--- src/rtl/sample_uart_tx.sv ---
// rtl/sample_uart_tx.sv - FIFO-buffered 16-bit sample serializer onto an 8N1 UART line
// Optional SAMPLE_TX_HEADER_EN prefixes every sample with a 0xA5 sync frame.
module sample_uart_tx #(
  parameter int CLOCK_DIVIDE    = 52,
  parameter int FIFO_DEPTH_LOG2 = 2
) (
  input  logic        clk,
  input  logic        reset,
  input  logic [15:0] sample_in,
  input  logic        sample_valid,
  output logic        sample_ready,
  output logic        tx,
  output logic        busy,
  output logic        dropped
);

  localparam int DEPTH = 1 << FIFO_DEPTH_LOG2;
  localparam int TW    = (CLOCK_DIVIDE > 2) ? $clog2(CLOCK_DIVIDE) : 1;
  localparam logic [TW-1:0]            BIT_LAST   = TW'(CLOCK_DIVIDE - 1);
  localparam logic [FIFO_DEPTH_LOG2:0] FULL_COUNT = (FIFO_DEPTH_LOG2 + 1)'(DEPTH);

  typedef enum logic [1:0] {IDLE, START, DATA, STOP} state_t;
  typedef enum logic [1:0] {PH_HDR, PH_LO, PH_HI} phase_t;

`ifdef SAMPLE_TX_HEADER_EN
  localparam logic [7:0] SYNC_BYTE   = 8'hA5;
  localparam phase_t     FIRST_PHASE = PH_HDR;
`else
  localparam phase_t     FIRST_PHASE = PH_LO;
`endif

  // Sample FIFO
  logic [15:0]                mem [DEPTH];
  logic [FIFO_DEPTH_LOG2-1:0] wr_ptr, rd_ptr;
  logic [FIFO_DEPTH_LOG2:0]   count;
  logic                       push, pop;

  assign sample_ready = (count < FULL_COUNT);
  assign push         = sample_valid && sample_ready;

  always_ff @(posedge clk) begin
    if (push) mem[wr_ptr] <= sample_in;
  end

  always_ff @(posedge clk) begin
    if (reset) begin
      wr_ptr  <= '0;
      rd_ptr  <= '0;
      count   <= '0;
      dropped <= 1'b0;
    end else begin
      if (push) wr_ptr <= wr_ptr + 1'b1;
      if (pop)  rd_ptr <= rd_ptr + 1'b1;
      case ({push, pop})
        2'b10:   count <= count + 1'b1;
        2'b01:   count <= count - 1'b1;
        default: count <= count;
      endcase
      if (sample_valid && !sample_ready) dropped <= 1'b1;
    end
  end

  // Serializer state
  state_t        state, state_nxt;
  phase_t        phase, phase_nxt;
  logic [TW-1:0] timer, timer_nxt;
  logic [2:0]    bit_idx, bit_idx_nxt, bit_idx_inc;
  logic [15:0]   hold, hold_nxt;
  logic          tx_nxt, bit_end, fifo_nonempty;
  logic [7:0]    cur_byte;

  assign fifo_nonempty = (count != '0);
  assign bit_end       = (timer == BIT_LAST);
  assign bit_idx_inc   = bit_idx + 3'd1;
  assign busy          = (state != IDLE) || fifo_nonempty;

  always_comb begin
    cur_byte = hold[7:0];
    case (phase)
      PH_LO:   cur_byte = hold[7:0];
      PH_HI:   cur_byte = hold[15:8];
`ifdef SAMPLE_TX_HEADER_EN
      PH_HDR:  cur_byte = SYNC_BYTE;
`endif
      default: cur_byte = hold[7:0];
    endcase
  end

  always_comb begin
    state_nxt   = state;
    phase_nxt   = phase;
    bit_idx_nxt = bit_idx;
    hold_nxt    = hold;
    tx_nxt      = tx;
    pop         = 1'b0;
    timer_nxt   = (state == IDLE || bit_end) ? '0 : timer + 1'b1;

    case (state)
      IDLE: begin
        tx_nxt = 1'b1;
        if (fifo_nonempty) begin
          pop       = 1'b1;
          hold_nxt  = mem[rd_ptr];
          phase_nxt = FIRST_PHASE;
          state_nxt = START;
          tx_nxt    = 1'b0;
        end
      end
      START: begin
        if (bit_end) begin
          state_nxt   = DATA;
          bit_idx_nxt = 3'd0;
          tx_nxt      = cur_byte[0];
        end
      end
      DATA: begin
        if (bit_end) begin
          if (bit_idx == 3'd7) begin
            state_nxt = STOP;
            tx_nxt    = 1'b1;
          end else begin
            bit_idx_nxt = bit_idx_inc;
            tx_nxt      = cur_byte[bit_idx_inc];
          end
        end
      end
      STOP: begin
        if (bit_end) begin
          if (phase != PH_HI) begin
            // Next byte of the same sample follows with no idle gap
`ifdef SAMPLE_TX_HEADER_EN
            phase_nxt = (phase == PH_HDR) ? PH_LO : PH_HI;
`else
            phase_nxt = PH_HI;
`endif
            state_nxt = START;
            tx_nxt    = 1'b0;
          end else if (fifo_nonempty) begin
            pop       = 1'b1;
            hold_nxt  = mem[rd_ptr];
            phase_nxt = FIRST_PHASE;
            state_nxt = START;
            tx_nxt    = 1'b0;
          end else begin
            state_nxt = IDLE;
            tx_nxt    = 1'b1;
          end
        end
      end
      default: begin
        state_nxt = IDLE;
        tx_nxt    = 1'b1;
      end
    endcase
  end

  always_ff @(posedge clk) begin
    if (reset) begin
      state   <= IDLE;
      phase   <= FIRST_PHASE;
      timer   <= '0;
      bit_idx <= 3'd0;
      hold    <= 16'h0000;
      tx      <= 1'b1;
    end else begin
      state   <= state_nxt;
      phase   <= phase_nxt;
      timer   <= timer_nxt;
      bit_idx <= bit_idx_nxt;
      hold    <= hold_nxt;
      tx      <= tx_nxt;
    end
  end

endmodule

--- config.mk ---
export PLATFORM = sky130hd
export DESIGN_NAME = sample_uart_tx
export DESIGN_NICKNAME = d
export VERILOG_FILES = /design/src/rtl/sample_uart_tx.sv
export SDC_FILE = /design/constraint.sdc
export NUM_CORES = 1
export LEC_CHECK = 0
export CAP_MARGIN = 20
export CORE_MARGIN = 5
export CORE_UTILIZATION = 50
export DETAILED_ROUTE_END_ITERATION = 8
export GPL_TIMING_DRIVEN = 0
export PLACE_DENSITY_LB_ADDON = 0.05
export SLEW_MARGIN = 25
export SYNTH_ARGS = -nofsm -noshare
export SYNTH_HDL_FRONTEND = slang
export SYNTH_SLANG_ARGS = --single-unit
--- constraint.sdc ---
create_clock -name clk -period 3.1 [get_ports clk]
set_clock_uncertainty 0.15 [all_clocks]
set_input_delay 0.465 -clock clk [delete_from_list [all_inputs] [get_ports clk]]
set_output_delay 0.465 -clock clk [all_outputs]
set_load 0.01 [all_outputs]
## Yosys cells after proc, flatten, opt, wreduce, memory -nomap -nowiden

Memories as Yosys holds them, arrays and structs flattened. A register that Yosys moved wholly into a read port is not among the register bits.
Cells that the tools add are included.

- $add $sub $neg: 6
- Reductions and logical operators: 17
- Order comparisons: 2
- Equality and inequality tests: 16
- Mux-type cells: 39

Operators by type and width:

| cell | number |
|---|---|
| 16-bit two-way mux | 3 |
| 16-bit one-hot mux with 2 select lines | 1 |
| 2-bit two-way mux | 10 |
| 2-bit inequality test, second input constant | 8 |
| 1-bit two-way mux | 14 |
| 3-bit one-hot mux with 2 select lines | 2 |
| 3-bit two-way mux | 3 |
| 2-bit == test, second input constant | 4 |
| 8-bit two-way mux | 1 |
| 2-bit one-hot mux with 4 select lines | 1 |
| 2-bit nonzero test | 4 |
| 3-bit by 1-bit adder with 3-bit output, second input constant | 2 |
| 6-bit by 1-bit adder with 6-bit output, second input constant | 1 |
| 6-bit == test, second input constant | 1 |
| 3-bit AND reduction | 2 |
| 5-bit AND reduction | 1 |
| 2-bit by 1-bit adder with 2-bit output, second input constant | 2 |
| 2-bit by 1-bit == test with 1-bit output, second input constant | 2 |
| 3-bit by 4-bit < comparator with 1-bit output, second input constant | 1 |
| 1-bit one-hot mux with 4 select lines | 1 |
| 2-bit one-hot mux with 2 select lines | 1 |
| 4-bit AND reduction | 1 |
| 1-bit binary-select mux with 3-bit select | 1 |
| 3-bit == test, second input constant | 1 |
| other kinds (10) | 12 |

- Memories: 1
- Flip-flop bits (word level): 38
- Logic and storage cells: 91
- Bits in writable memories: 64
- Input bits: 19

Memories:

| name | depth | width | rd ports | clocked after memory_dff | write ports | line | source |
|---|---|---|---|---|---|---|---|
| mem | 4 | 16 | 1 | 1 | 1 | 33 | `logic [15:0] mem [DEPTH];` |

## Logic depth before layout (Yosys ltp)

Gate-level depths: netlist (run 1).

- Word-level depth: 7
- Depth in mapped cells: 10
- Mapped depth without buffers: 10

## Worst setup path before layout (run 1)

OpenSTA, ideal clock, no wires.

- Kind: register to register
- From: reg timer[0]
- To: reg count[2]
- Setup time: 0.071 ns
- Stages on the path, launching flop included: 11
- Buffers on the path: 0
- Slack: 0.594 ns
- Arrival: 2.286 ns
- Path through: dfxtp_1 > ha_1 > nand4b_4 > nor3_4 > o21a_1 > ha_1 > inv_1 > fa_1 > xor2_1 > or3_1 > a21oi_1

- Longest elaborated chain between the ends: 5
- Elaborated cells between the ends (all ways): 7
- Those cells by class: eq/ne (3); mux (3); reduce/logical (1)

RTL lines:

| element | line | source |
|---|---|---|
| start: declaration | 66 | `logic [TW-1:0] timer, timer_nxt;` |
| start signal: assignment | 168 | `timer <= timer_nxt;` |
| 6-bit == test (*) | 73 | `assign bit_end = (timer == BIT_LAST);` |
| 1-bit two-way mux (*) | 128 | `if (bit_end) begin` |
| 1-bit one-hot mux with 2 select lines (*) | 98 | `case (state)` |
| net pop | 36 | `logic push, pop;` |
| 2-bit by 1-bit == test with 1-bit output or 2-bit == test (tied branches) | 54 | `case ({push, pop})` |
| 3-bit one-hot mux with 2 select lines or 2-bit nonzero test (tied branches) | -- |  |
| end signal: assignment | 55 | `2'b10: count <= count + 1'b1;` |
| end signal: assignment | 56 | `2'b01: count <= count - 1'b1;` |
| end signal: assignment | 57 | `default: count <= count;` |
| end: declaration | 35 | `logic [FIFO_DEPTH_LOG2:0] count;` |

The timed path passes the listed nets; every way through them passes the cells marked *.
A chain may end at the register's enable or synchronous reset.

## Final worst setup path (run 1)

- From: reg state[1]
- To: reg count[2]

- Longest elaborated chain between the ends: 4
- Elaborated cells between the ends (all ways): 7
- Those cells by class: eq/ne (3); mux (2); reduce/logical (2)

RTL lines:

| element | line | source |
|---|---|---|
| start: declaration | 64 | `state_t state, state_nxt;` |
| start signal: assignment | 166 | `state <= state_nxt;` |
| 2-bit == test or 2-bit logical NOT (tied branches) | 98 |  |
| 1-bit one-hot mux with 2 select lines (*) | 98 |  |
| net pop | 36 |  |
| 2-bit by 1-bit == test with 1-bit output or 2-bit == test (tied branches) | 54 |  |
| 3-bit one-hot mux with 2 select lines or 2-bit nonzero test (tied branches) | -- |  |

Marks and branches as above.

==> results of run 1 <==
## worst max-delay path, stage by stage (launching register included)
cell	delay, ns
dfxtp_1	0.43
ha_1	0.31
nand3b_1	0.17
nor3_4	0.22
o21a_1	0.20
ha_1	0.20
inv_1	0.06
fa_1	0.37
xor2_1	0.16
or3_1	0.31
a21oi_1	0.13
## Yosys cell counts, types with 2 or more instances
cell type,number
inv_1,13
o21ai_0,3
nor2b_1,2
or3_1,3
a221oi_2,2
nand3_1,5
clkbuf_1,6
ha_1,13
and2_1,4
nand2b_1,6
a21oi_1,9
nor2_1,40
o211ai_1,3
edfxtp_1,64
xnor2_1,4
xor2_1,5
buf_2,3
dfxtp_1,40
mux2i_1,17
mux4_2,18
nand3b_1,2
nand2_1,5
## cell families (layout without fill, tap and decap cells)
logic type / Yosys count / in the layout
buf+inv: 27 / 64
compound gates: 29 / 29
xor+xnor: 9 / 9
fa+ha+maj: 14 / 14
flops: 104 / 104
simple gates: 73 / 73
mux: 37 / 37
## registers in the layout, indices dropped and copies added, names as in the netlist, named ones only
signal   cells
state        2
timer        6
bit_idx      3
count        3
hold        16
dropped      1
mem         64
wr_ptr       2
tx           1
phase        2
rd_ptr       2
## layout make-up
class	instances	area (sq um)
Fill cell	702	3720
Sequential cell	104	2720
Multi-Input combinational cell	162	1480
Timing Repair Buffer	21	210
Tap cell	108	135
Clock buffer	9	124
Buffer	13	80.1
Clock inverter	7	62.6
Inverter	14	52.6
## power breakdown
group / switching (uW) / total (uW) / internal [uW]
Clock: 487 / 797 / 309
Sequential: 131 / 1900 / 1770
Combinational: 678 / 1340 / 660
Total: 1300 / 4040 / 2740
## worst max-delay path by stage
stage	cells past startpoint	slack, ns	end	start
6_report	10	0.33	count[2]	state[1]
5_1_grt	10	0.17	count[2]	state[1]
4_1_cts	10	0.33	count[2]	state[1]
3_5_place_dp	10	0.36	count[2]	state[1]
3_3_place_gp	10	0.37	count[2]	state[1]
2_1_floorplan	10	0.59	count[2]	timer[0]
## placed cells by master (no fill, tap or decap), types with 2 or more instances in the layout
master	count
nand2_1	5
buf_2	3
o21ai_0	3
nor2b_1	2
clkinv_4	2
mux4_2	18
clkbuf_1	6
clkdlybuf4s50_1	21
inv_1	13
mux2i_1	17
nand3_1	5
a21oi_1	9
nand2b_1	6
xor2_1	5
or3_1	3
edfxtp_1	64
a221oi_2	2
inv_8	3
nand3b_1	2
nor2_1	40
ha_1	13
xnor2_1	4
o211ai_1	3
clkbuf_8	9
and2_1	4
dfxtp_1	40
## metal layers
layer	part of all wire, %	GRT usage [%]	up-vias
li1	-	-	1140
met1	50	21.4	1127
met2	46	22.1	23
met3	2.3	2.71	11
met4	1.8	5.98	0
met5	0	0	-
## stage by stage
step	cells	hold WS, ns	utilization, %	instance area [sq um]	power, uW
2_1_floorplan	293	0.268	-	4340	2960
3_3_place_gp	422	0.288	54.5	4680	3270
3_5_place_dp	422	0.297	54.5	4680	3300
4_1_cts	438	0.313	56.7	4870	4090
5_1_grt	438	0.336	56.7	4870	4300
6_report	438	0.306	56.7	4870	4040
==> metrics.txt, run 1 <==
die extent in x=103 um; first-pass GRT wire length=11800 um; vias in the first global route=2355; total CTS buffers=9; vias post-DR=2301; largest net degree at the start of global routing=20; DR WL/cell=15.9 um; Critical Path End Type=flip-flop; Yosys top cell by area=edfxtp_1; power density cells=829 mW/mm^2; XOR/XNOR Fraction of Synth Area=1.82%; crit share post-route=89.4%; clock buffer depth=2; Post-synth ARST share=0%; multiplexer share of the synthesized area=14.1%; Arrival @ worst endpoint=2.92 ns; fmax=361 MHz; clk sink count=104; Vias/cell=5.25; CTS tree=done; IO Port Bufs=21; CTS root buffer=clkbuf_8; Synth Register Bits=104; clk slew on worst S/H paths=0.10 ns; pre-CTS setup slack=0.365 ns; worst-skew pair later-pin latency=0.36 ns; number of detailed-route iterations in the first pass=4; final WL=6970 um; I/O Pins=23; post-synthesis simple-gate area fraction=8.71%; worst hold path endpoint=timer[0]; gpl congestion=0.798; hold_buf cts=0; Primary FF master, synth=edfxtp_1; Yosys cell types=48; R2R depth=10; largest family of logic cells by synthesized area=multiplexers; mapped cell area=0.00434 sq mm; setup bufs post-CTS=0; fraction of the mapped netlist area in compound gates=5.31%; Starting Density=50.5%; worst min-delay path class=flip-flop to flip-flop; Final WS setup=0.328 ns; hold path depth=1; Global Route Usage Sum=14.8%; Worst-Margin Slew=0.841 ns; initial antenna violation count=0; Syn Nets=326; Final TNS setup=0 ns; Die H=103 um; top cells by area, synth=edfxtp_1 44%, dfxtp_1 18%, mux4_2 9.3%; EDFF count, synth=64; crit path time final=2.77 ns; Inserted Diodes=0; worst path required time=3.24 ns; critical path type=flip-flop to flip-flop; leakage=0.00175 uW; syn_area_per_cell=14.8 sq um; RSZ-0062 raised after global routing=false; reg-to-reg endpoint=count[2]; sequential area share after synthesis=62.8%; CTS resizes=0; Core Region=0.00859 sq mm; Synth top area share=44.3%; Final setup viols=0; Reg2Reg Launch Point=state[1]; run status=finished clean; layout cells sized above 1=15.8%; Worst setup SP type=flip-flop; # Max-Cap Violations=0; die area=0.0106 sq mm; Area growth syn-to-layout=12.3%; Final HPWL DP=4890 um; worst vdd ir=0.419 mV; Fin. Hold Viols=0; CP max FO=5; DRC Markers=0; Iter 0 DRT Violations=110; hold path start=timer[0]; Pins Over Slew Limit=0; Synthesis Warnings=0; Slew HR=44.0%; GRT overflow=0; post-synthesis cell count=293; R2R setup slack=0.33 ns; NumNets Final=358; DRT antenna net count=0; H-Tree Level Count=3; Synth Area in Adders=4.21%; FP Rows=34
Power figures use the tool's default switching activity.
==> run 2, diff against run 1 <==
Settings changed: CTS_CLUSTER_SIZE set to 24.
==> results of run 2 <==
The final DEF is identical to that of run 1; final timing and power are the same.
==> run 3, diff against run 2 <==
Settings changed: TNS_END_PERCENT set to 10.
==> results of run 3 <==
The final DEF is identical to that of run 1; final timing and power are the same.
